===== config.mk =====
export PLATFORM = sky130hd
export DESIGN_NAME = mem_stage_lsu
export DESIGN_NICKNAME = d
export VERILOG_FILES = /design/src/rtl/mem_stage_lsu.sv
export SDC_FILE = /design/constraint.sdc
export NUM_CORES = 1
export LEC_CHECK = 0
export BUFFER_PORTS_ARGS = -buffer_cell sky130_fd_sc_hd__buf_2
export CAP_MARGIN = 20
export CELL_PAD_IN_SITES_DETAIL_PLACEMENT = 1
export CELL_PAD_IN_SITES_GLOBAL_PLACEMENT = 2
export CORE_UTILIZATION = 21
export DETAILED_ROUTE_END_ITERATION = 7
export GPL_ROUTABILITY_DRIVEN = 0
export PLACE_DENSITY_LB_ADDON = 0.2
export SETUP_SLACK_MARGIN = 0.4
export SYNTH_ARGS = -nofsm -noshare
export SYNTH_HDL_FRONTEND = slang
export SYNTH_SLANG_ARGS = --single-unit

===== constraint.sdc =====
create_clock -name clk -period 4.83 [get_ports clk]
set_input_delay 0.7245 -clock clk [delete_from_list [all_inputs] [get_ports clk]]
set_output_delay 0.7245 -clock clk [all_outputs]
set_load 0.005 [all_outputs]

===== src/rtl/mem_stage_lsu.sv =====
// mem_stage_lsu: MEM-stage load/store unit with configurable RAM read latency.
// Ports: clk/reset (sync, active-high); MEM_valid/MEM_allow_in stage handshake;
// mem_en/ls_op/mem_addr/store_data/exe_result/rf_wdest from EXE->MEM; dm_rdata from RAM;
// dm_addr/dm_wen/dm_wdata to RAM; MEM_over/mem_result/MEM_wdest/MEM_bypass_* to WB and forwarding;
// adel/ades/badvaddr exceptions, live only with `define MEM_UNALIGNED_EXC_EN.
module mem_stage_lsu #(
  parameter int RD_LATENCY = 1,
  parameter int ADDR_W     = 32
) (
  input  logic              clk,
  input  logic              reset,
  input  logic              MEM_valid,
  input  logic              MEM_allow_in,
  input  logic              mem_en,
  input  logic [2:0]        ls_op,
  input  logic [ADDR_W-1:0] mem_addr,
  input  logic [31:0]       store_data,
  input  logic [31:0]       exe_result,
  input  logic [4:0]        rf_wdest,
  input  logic [31:0]       dm_rdata,
  output logic [ADDR_W-1:0] dm_addr,
  output logic [3:0]        dm_wen,
  output logic [31:0]       dm_wdata,
  output logic              MEM_over,
  output logic [31:0]       mem_result,
  output logic [4:0]        MEM_wdest,
  output logic              MEM_bypass_valid,
  output logic [31:0]       MEM_bypass_value,
  output logic              adel,
  output logic              ades,
  output logic [ADDR_W-1:0] badvaddr
);
  typedef enum logic [1:0] {IDLE, WAIT, DONE} state_t;
  localparam logic [2:0] LAT = 3'(RD_LATENCY);
  state_t state_q, state_d;
  logic [2:0] cnt_q, cnt_d;
  logic issued_q, issued_d;
  logic [31:0] rdata_q, rdata_d;
  logic is_load, is_store, is_half, is_word, mis, fsm_load;
  logic [1:0] lane;
  logic [7:0] byte_v;
  logic [15:0] half_v;
  logic [31:0] ld_data;
  logic [3:0] wen_raw;
  assign is_load  = mem_en & (ls_op <= 3'd4);
  assign is_store = mem_en & (ls_op >= 3'd5);
  assign is_half  = (ls_op == 3'd2) | (ls_op == 3'd3) | (ls_op == 3'd6);
  assign is_word  = (ls_op == 3'd4) | (ls_op == 3'd7);
`ifdef MEM_UNALIGNED_EXC_EN
  assign mis      = (is_half & mem_addr[0]) | (is_word & (mem_addr[1:0] != 2'd0));
  assign lane     = mem_addr[1:0];
  assign badvaddr = mem_addr;
`else
  // Without exceptions the low bits are forced to the access's natural alignment.
  assign mis      = 1'b0;
  assign lane     = is_word ? 2'd0 : is_half ? {mem_addr[1], 1'b0} : mem_addr[1:0];
  assign badvaddr = '0;
`endif
  assign byte_v  = dm_rdata[{lane, 3'b000} +: 8];
  assign half_v  = lane[1] ? dm_rdata[31:16] : dm_rdata[15:0];
  assign ld_data = (ls_op == 3'd0) ? {{24{byte_v[7]}}, byte_v} :
                   (ls_op == 3'd1) ? {24'd0, byte_v} :
                   (ls_op == 3'd2) ? {{16{half_v[15]}}, half_v} :
                   (ls_op == 3'd3) ? {16'd0, half_v} : dm_rdata;
  // Only aligned loads against a synchronous RAM need to wait for data.
  assign fsm_load = is_load & ~mis & (RD_LATENCY != 0);
  always_comb begin
    state_d = state_q;
    cnt_d   = cnt_q;
    rdata_d = rdata_q;
    if (MEM_allow_in) begin
      state_d = IDLE;
      cnt_d   = 3'd0;
    end else begin
      case (state_q)
        IDLE: if (MEM_valid & fsm_load) begin
          state_d = WAIT;
          cnt_d   = 3'd1;
        end
        WAIT: if (!MEM_valid) begin
          state_d = IDLE;
          cnt_d   = 3'd0;
        end else if (cnt_q == LAT) begin
          state_d = DONE;
          rdata_d = ld_data;
        end else cnt_d = cnt_q + 3'd1;
        default: ;
      endcase
    end
  end
  // A store writes only in its first valid cycle; stalls must not rewrite.
  assign issued_d = MEM_allow_in ? 1'b0 : issued_q | (MEM_valid & is_store);
  always_ff @(posedge clk) begin
    if (reset) begin
      state_q  <= IDLE;
      cnt_q    <= 3'd0;
      issued_q <= 1'b0;
      rdata_q  <= 32'd0;
    end else begin
      state_q  <= state_d;
      cnt_q    <= cnt_d;
      issued_q <= issued_d;
      rdata_q  <= rdata_d;
    end
  end
  assign wen_raw          = is_word ? 4'b1111 : is_half ? 4'b0011 << lane : 4'b0001 << lane;
  assign dm_addr          = mem_addr;
  assign dm_wen           = (~reset & MEM_valid & is_store & ~mis & ~issued_q) ? wen_raw : 4'd0;
  assign dm_wdata         = is_word ? store_data : is_half ? {2{store_data[15:0]}} : {4{store_data[7:0]}};
  assign MEM_over         = ~reset & (fsm_load ? (state_q == DONE) : MEM_valid);
  assign mem_result       = is_load ? (fsm_load ? rdata_q : ld_data) : exe_result;
  assign MEM_wdest        = MEM_valid ? rf_wdest : 5'd0;
  assign MEM_bypass_valid = ~reset & MEM_valid & (~is_load | MEM_over);
  assign MEM_bypass_value = mem_result;
  assign adel             = MEM_valid & is_load & mis;
  assign ades             = MEM_valid & is_store & mis;
endmodule


==> results.ini, run 1 <==
[synth]
yosys_warnings=0
synthesis.area_mm2=0.00382
synth_edf_count=0
synth_area_leader_cell=buf_4
synth.ff_latch_count=38
async_flop_share_pct=0
avgSynthCellArea_um2=7.83
ys_seq_area_share_pct=19.9
synth_ff_type=dfxtp_1
synth_cell_types=46
synth_top_area_share_pct=20.8
synth_area_leaders=buf_4, dfxtp_1, mux2_2, a211oi_1, nand2_1
netlist_instances=488

[setup_path]
critPathKind=in2out
r2r_slack_ps=2420
regToRegEndpoint=rdata_q[2]$_SDFFE_PP0P_
crit_required_ps=4110
critPathArrivalTime_ps=2840
r2r_start=cnt_q[0]$_SDFFE_PP0P_
cp_max_fo=45
cp-end-kind=output port
start_kind=primary input
reg2reg_depth=6

[power]
combPwrFrac_pct=27.4
peakVddDrop_v=0.000103
switching_share_pct=28.5
p_seq_share_pct=30.2
p_leak_nw=2.16
power.internal_w=0.000746
p_per_area_mw_per_mm2=227
p_sw_w=0.000297
clock_power_share_pct=42.4
total_power_w=0.00104

[final_layout]
fillers=2175
regArea_um2=761
layout_commonest_cell=buf_2
syn2layout_area_growth_pct=20.4
mostFrequentLayoutCells=buf_2, mux2_2, nand2_1
multi_input_area_mm2=0.00217
layout-drive-gt1-share_pct=47.5
nets=753
diodes=0

[sta]
worstMarginPinSlew_ps=921
drv_slew=0
fin_crit_sh_pct=73.7
rsz0062_at_grt=no
period_needed_ps=3560
relSlewSlack_pct=38.1
timing.fmax_mhz=281
fin_skew_ps=3.83
setup_tns_ps=0
setup_viol=0
finalHoldViolCount=0

[detailed_routing]
wl_per_cell_um=17.7
via_per_inst=4.53
postRouteAntennaNets=0
drt-total-wl_um=14800
drc=0
via_count=3786
drt-initial-drc-count=102
dr.pass1.iters=4

[cts]
insertion_delay_ps=290
clock_sinks=38
post_cts_buffers=0
cts_tree=yes
cts_made_buffers=5
htree_levels=2
clock_path_buffers=2
cts.clk_slew.worst_paths_ps=60
ctsHoldBuffers=0
cts_resized=0
cts-root-buf=clkbuf_16

[floorplan]
io_pins=314
fp.dieArea_mm2=0.0187
start_util_pct=21.8
fp.dieH_um=137
row_count=48
core_region_area_mm2=0.0175
die_w_um=137

[grt]
grt_max_degree=46
grt_use_total_pct=15.2
antenna_found_initial=1
grt.overflow.total=0
grt_pass1_vias=3890
grt_first_pass_wirelength_um=21600

[hold_path]
worstHoldEndpoint=issued_q$_SDFF_PP0_
hold_class=reg2reg
hold_depth=1
worstHoldStart=issued_q$_SDFF_PP0_

[job]
cap_violations=0

[placed_design]
dp.final_hpwl_um=11500
portBuffers=219

[run_status]
status=finished clean

-- Yosys cell counts (3+ instances only) --
master / instances
buf_1: 3
buf_2: 5
nand2_1: 41
dfxtp_1: 38
inv_1: 20
and2_1: 7
o21ai_0: 13
mux2_2: 55
clkbuf_1: 23
a221oi_1: 13
nor2b_1: 3
mux2i_1: 10
a31oi_1: 9
a21oi_1: 18
nor3_1: 5
buf_4: 106
o22ai_1: 9
a211oi_1: 30
a22oi_1: 8
nor2_1: 38
-- per-layer routing --
layer,global-route usage (%),wire length (um),share of wire [%]
met2,28.1,7650,52
met5,0,13,0.088
met1,17.1,5810,39
met4,4.82,278,1.9
met3,3.22,1040,7.0
-- cells by family after synthesis --
kind of cell,share of synthesized area (%)
muxes,19.4
AOI/OAI and AO/OA,19.5
buffers and inverters,26.7
xor gates and xnor gates,0.229
other,0.0982
DFF,19.9
adders and majority gates,0.655
and+or+nand+nor,13.4
-- critical path, stage by stage --
cell and delay [ps]:
buf_2 660, o21ai_0 320, nand2_1 150, buf_4 390, mux2_2 410, buf_2 130
-- layout make-up --
cell class | count | area share, %
clock inverter | 3 | 1.50
tap | 225 | 6.12
timing repair buffer | 222 | 24.3
inverter | 20 | 1.63
clock buffer | 5 | 2.72
multi-input combinational | 323 | 47.1
sequential | 38 | 16.5
-- per-stage QoR --
| step | instances | cell area, um2 | hold slack [ps] | worst slack (ps) | utilization (%) |
|---|---|---|---|---|---|
| 3_5_place_dp | 828 | 4400 | 464 | 1220 | 25.1 |
| 6_report | 836 | 4600 | 470 | 1270 | 26.2 |
| 4_1_cts | 836 | 4600 | 479 | 1220 | 26.2 |
| 5_1_grt | 836 | 4600 | 507 | 1080 | 26.2 |
| 3_3_place_gp | 828 | 4400 | 451 | 1270 | 25.1 |
| 2_1_floorplan | 521 | 3940 | 442 | 1980 | - |
-- worst max path at each step --
stage	start	to	slack (ps)	cells past startpoint
final	ls_op[2]	MEM_bypass_value[27]	1270	6
after global routing	ls_op[2]	MEM_bypass_value[27]	1080	6
after CTS	ls_op[2]	MEM_bypass_value[27]	1220	6
after detailed placement	ls_op[2]	MEM_bypass_value[27]	1220	6
after global placement	ls_op[2]	MEM_bypass_value[20]	1270	6
after floorplan	ls_op[1]	mem_result[0]	1980	6
-- power by group through the flow --
stage               clock network [W]  logic, W  registers (W)
floorplan                           0  0.000212       0.000322
global placement                    0  0.000288       0.000322
detailed placement                  0  0.000291       0.000322
CTS                          0.000456  0.000293       0.000315
global route                 0.000465  0.000319       0.000315
finish                       0.000442  0.000286       0.000315
-- sequential cells by signal, indices dropped and copies added (netlist names) --
signal    cells
rdata_q      32
state_q       2
issued_q      1
cnt_q         3
Note: power is estimated with default switching activity, not from simulation.
==> inputs of run 2 (changes only) <==
CORE_UTILIZATION = 19   (was 21)
clock period = 3.6 ns   (was 4.83 ns; I/O delays follow)
==> run 2 against run 1 <==
Against the previous run: final area grew 2.0%; worst hold slack better by 5.8 ps; sequential power is 34% higher; critical endpoint is now mem_result[2].
==> results.ini, run 2 (same netlist as run 1, synthesis figures left out) <==
[floorplan]
row_count=51  ; +6.3%
core_region_area_mm2=0.0196  ; +12%
die_w_um=144  ; +5.1%
start_util_pct=19.5  ; -2.3 points
io_pins=314  ; unchanged
fp.dieArea_mm2=0.0207  ; +10%
fp.dieH_um=144  ; +5.1%

[sta]
fin_crit_sh_pct=76.9
finalHoldViolCount=0  ; unchanged
relSlewSlack_pct=32.6  ; -5.5 points
worstMarginPinSlew_ps=1000  ; +82.0 ps
rsz0062_at_grt=no
setup_tns_ps=0  ; unchanged
timing.fmax_mhz=361
fin_skew_ps=5.21  ; +1.37 ps
setup_viol=0  ; unchanged
drv_slew=0  ; unchanged
period_needed_ps=2770

[final_layout]
final_cell_area_mm2=0.00469  ; +2.0%
reg.largest.list=rdata_q: 32 flops, cnt_q: 3 flops, state_q: 2 flops
fin_util_pct=23.9  ; -2.3 points
syn2layout_area_growth_pct=22.7
layout-drive-gt1-share_pct=48.1  ; +0.59 points
mostFrequentLayoutCells=buf_2, mux2_2, nand2_1
layout_commonest_cell=buf_2
nets=758  ; +0.66%
diodes=0  ; unchanged
fillers=2447  ; +13%
largest_reg_flops=32  ; unchanged
regMostFlops=rdata_q

[power]
clock_power_share_pct=42.0  ; -0.4 points
power.internal_w=0.00100  ; +35%
p_sw_w=0.000398  ; +34%
peakVddDrop_v=0.000136  ; +32%
switching_share_pct=28.4  ; -0.093 points
p_leak_nw=2.19  ; +1.2%
p_per_area_mw_per_mm2=299  ; +32%
combPwrFrac_pct=27.9  ; +0.5 points
p_seq_share_pct=30.2  ; about the same

[cts]
clock_path_buffers=2  ; unchanged
cts.clk_slew.worst_paths_ps=60  ; about the same
htree_levels=2  ; unchanged
cts_tree=yes
cts-root-buf=clkbuf_16
clock_sinks=38  ; unchanged
cts_made_buffers=5  ; unchanged
ctsHoldBuffers=0  ; unchanged
cts_resized=0  ; unchanged
post_cts_buffers=0  ; unchanged
insertion_delay_ps=290  ; about the same

[grt]
grt_max_degree=41  ; -11%
grt_first_pass_wirelength_um=21800  ; +1.2%
antenna_found_initial=0  ; -1
grt.overflow.total=0  ; unchanged
grt_use_total_pct=14.2  ; -0.96 points
grt_pass1_vias=3819  ; -1.8%

[placed_design]
placed_area_mm2=0.00449  ; +2.0%
portBuffers=219  ; unchanged
dp.final_hpwl_um=12200  ; +5.9%

[setup_path]
cp_max_fo=35  ; -22%
slowest_delay_ps=400  ; -260 ps
reg2reg_depth=6  ; unchanged
cp-end-kind=output port
crit_required_ps=3060  ; -1050 ps
critPathKind=in2out
critPathArrivalTime_ps=2230  ; -610 ps
cp_cell_sequence=buf_2, o21ai_0, nand2_2, buf_4, mux2_2, buf_2
start_kind=primary input
cp_common_cell=buf_2
cp_slowest_cell=mux2_2

[detailed_routing]
via_count=3821  ; +0.92%
drt-met1-wl_um=6110  ; +5.1%
wl_met3_um=974  ; -5.9%
postRouteAntennaNets=0  ; unchanged
drc=0  ; unchanged
wl_per_cell_um=17.2  ; -2.9%
dr.pass1.iters=4  ; unchanged
drt-total-wl_um=15100  ; +2.3%
dr.max_layer_used=met4
via_per_inst=4.34  ; -4.2%
route.met2.wl_um=7910  ; +3.5%
drt-initial-drc-count=116  ; +14%

[hold_path]
hold_depth=1  ; unchanged
hold_class=reg2reg

[run_status]
status=finished clean

[job]
cap_violations=0  ; unchanged

run 2: cell count changes in the layout (fill, tap and decap cells not counted):
cell     before  now
nand2_1      41   40
buf_4         3    8
nand2_2       0    1
run 2: cell type report:
cell class,instances,area [um2],area share (%)
clock buffer,5,125,2.67
clock inverter,3,68.8,1.47
inverter,20,75.1,1.60
multi-input combinational,323,2170,46.3
sequential,38,761,16.2
tap,265,332,7.07
timing repair buffer,227,1160,24.7
run 2: power groups by stage:
stage / clock, W / sequential, W / combinational (W)
6_report: 0.000588 / 0.000423 / 0.000391
2_1_floorplan: 0 / 0.000432 / 0.000284
5_1_grt: 0.000624 / 0.000423 / 0.000434
4_1_cts: 0.000603 / 0.000423 / 0.000399
3_5_place_dp: 0 / 0.000432 / 0.000397
3_3_place_gp: 0 / 0.000432 / 0.000395
run 2: path summary, 6_finish.rpt:
kind,slack (ps),endpoint,start
worst max-delay path,830,mem_result[2],ls_op[1]
worst min-delay path,480,issued_q$_SDFF_PP0_,issued_q$_SDFF_PP0_
worst max register to register,1090,rdata_q[0]$_SDFFE_PP0P_,cnt_q[0]$_SDFFE_PP0P_
worst min register to register,480,issued_q$_SDFF_PP0_,issued_q$_SDFF_PP0_
run 2: critical path: cells and delay by family:
family	cells	cell delay [ps]
AO/OA/AOI/OAI	1	280
buffers and inverters	3	860
multiplexers	1	400
AND/OR/NAND/NOR	1	120
run 2: per-stage QoR:
step	hold slack (ps)	instances	power [W]	setup slack, ps
3_3_place_gp	452	873	0.000827	717
6_report	476	881	0.00140	831
5_1_grt	501	881	0.00148	684
4_1_cts	479	881	0.00142	787
3_5_place_dp	464	873	0.000829	637
2_1_floorplan	442	521	0.000716	1120
run 2: per-layer routing:
metal  up-vias  GRT usage (%)
met4         0           3.42
met3        10           2.47
li1       1830              -
met1      1792           16.0
met2       189           27.2
met5         -              0
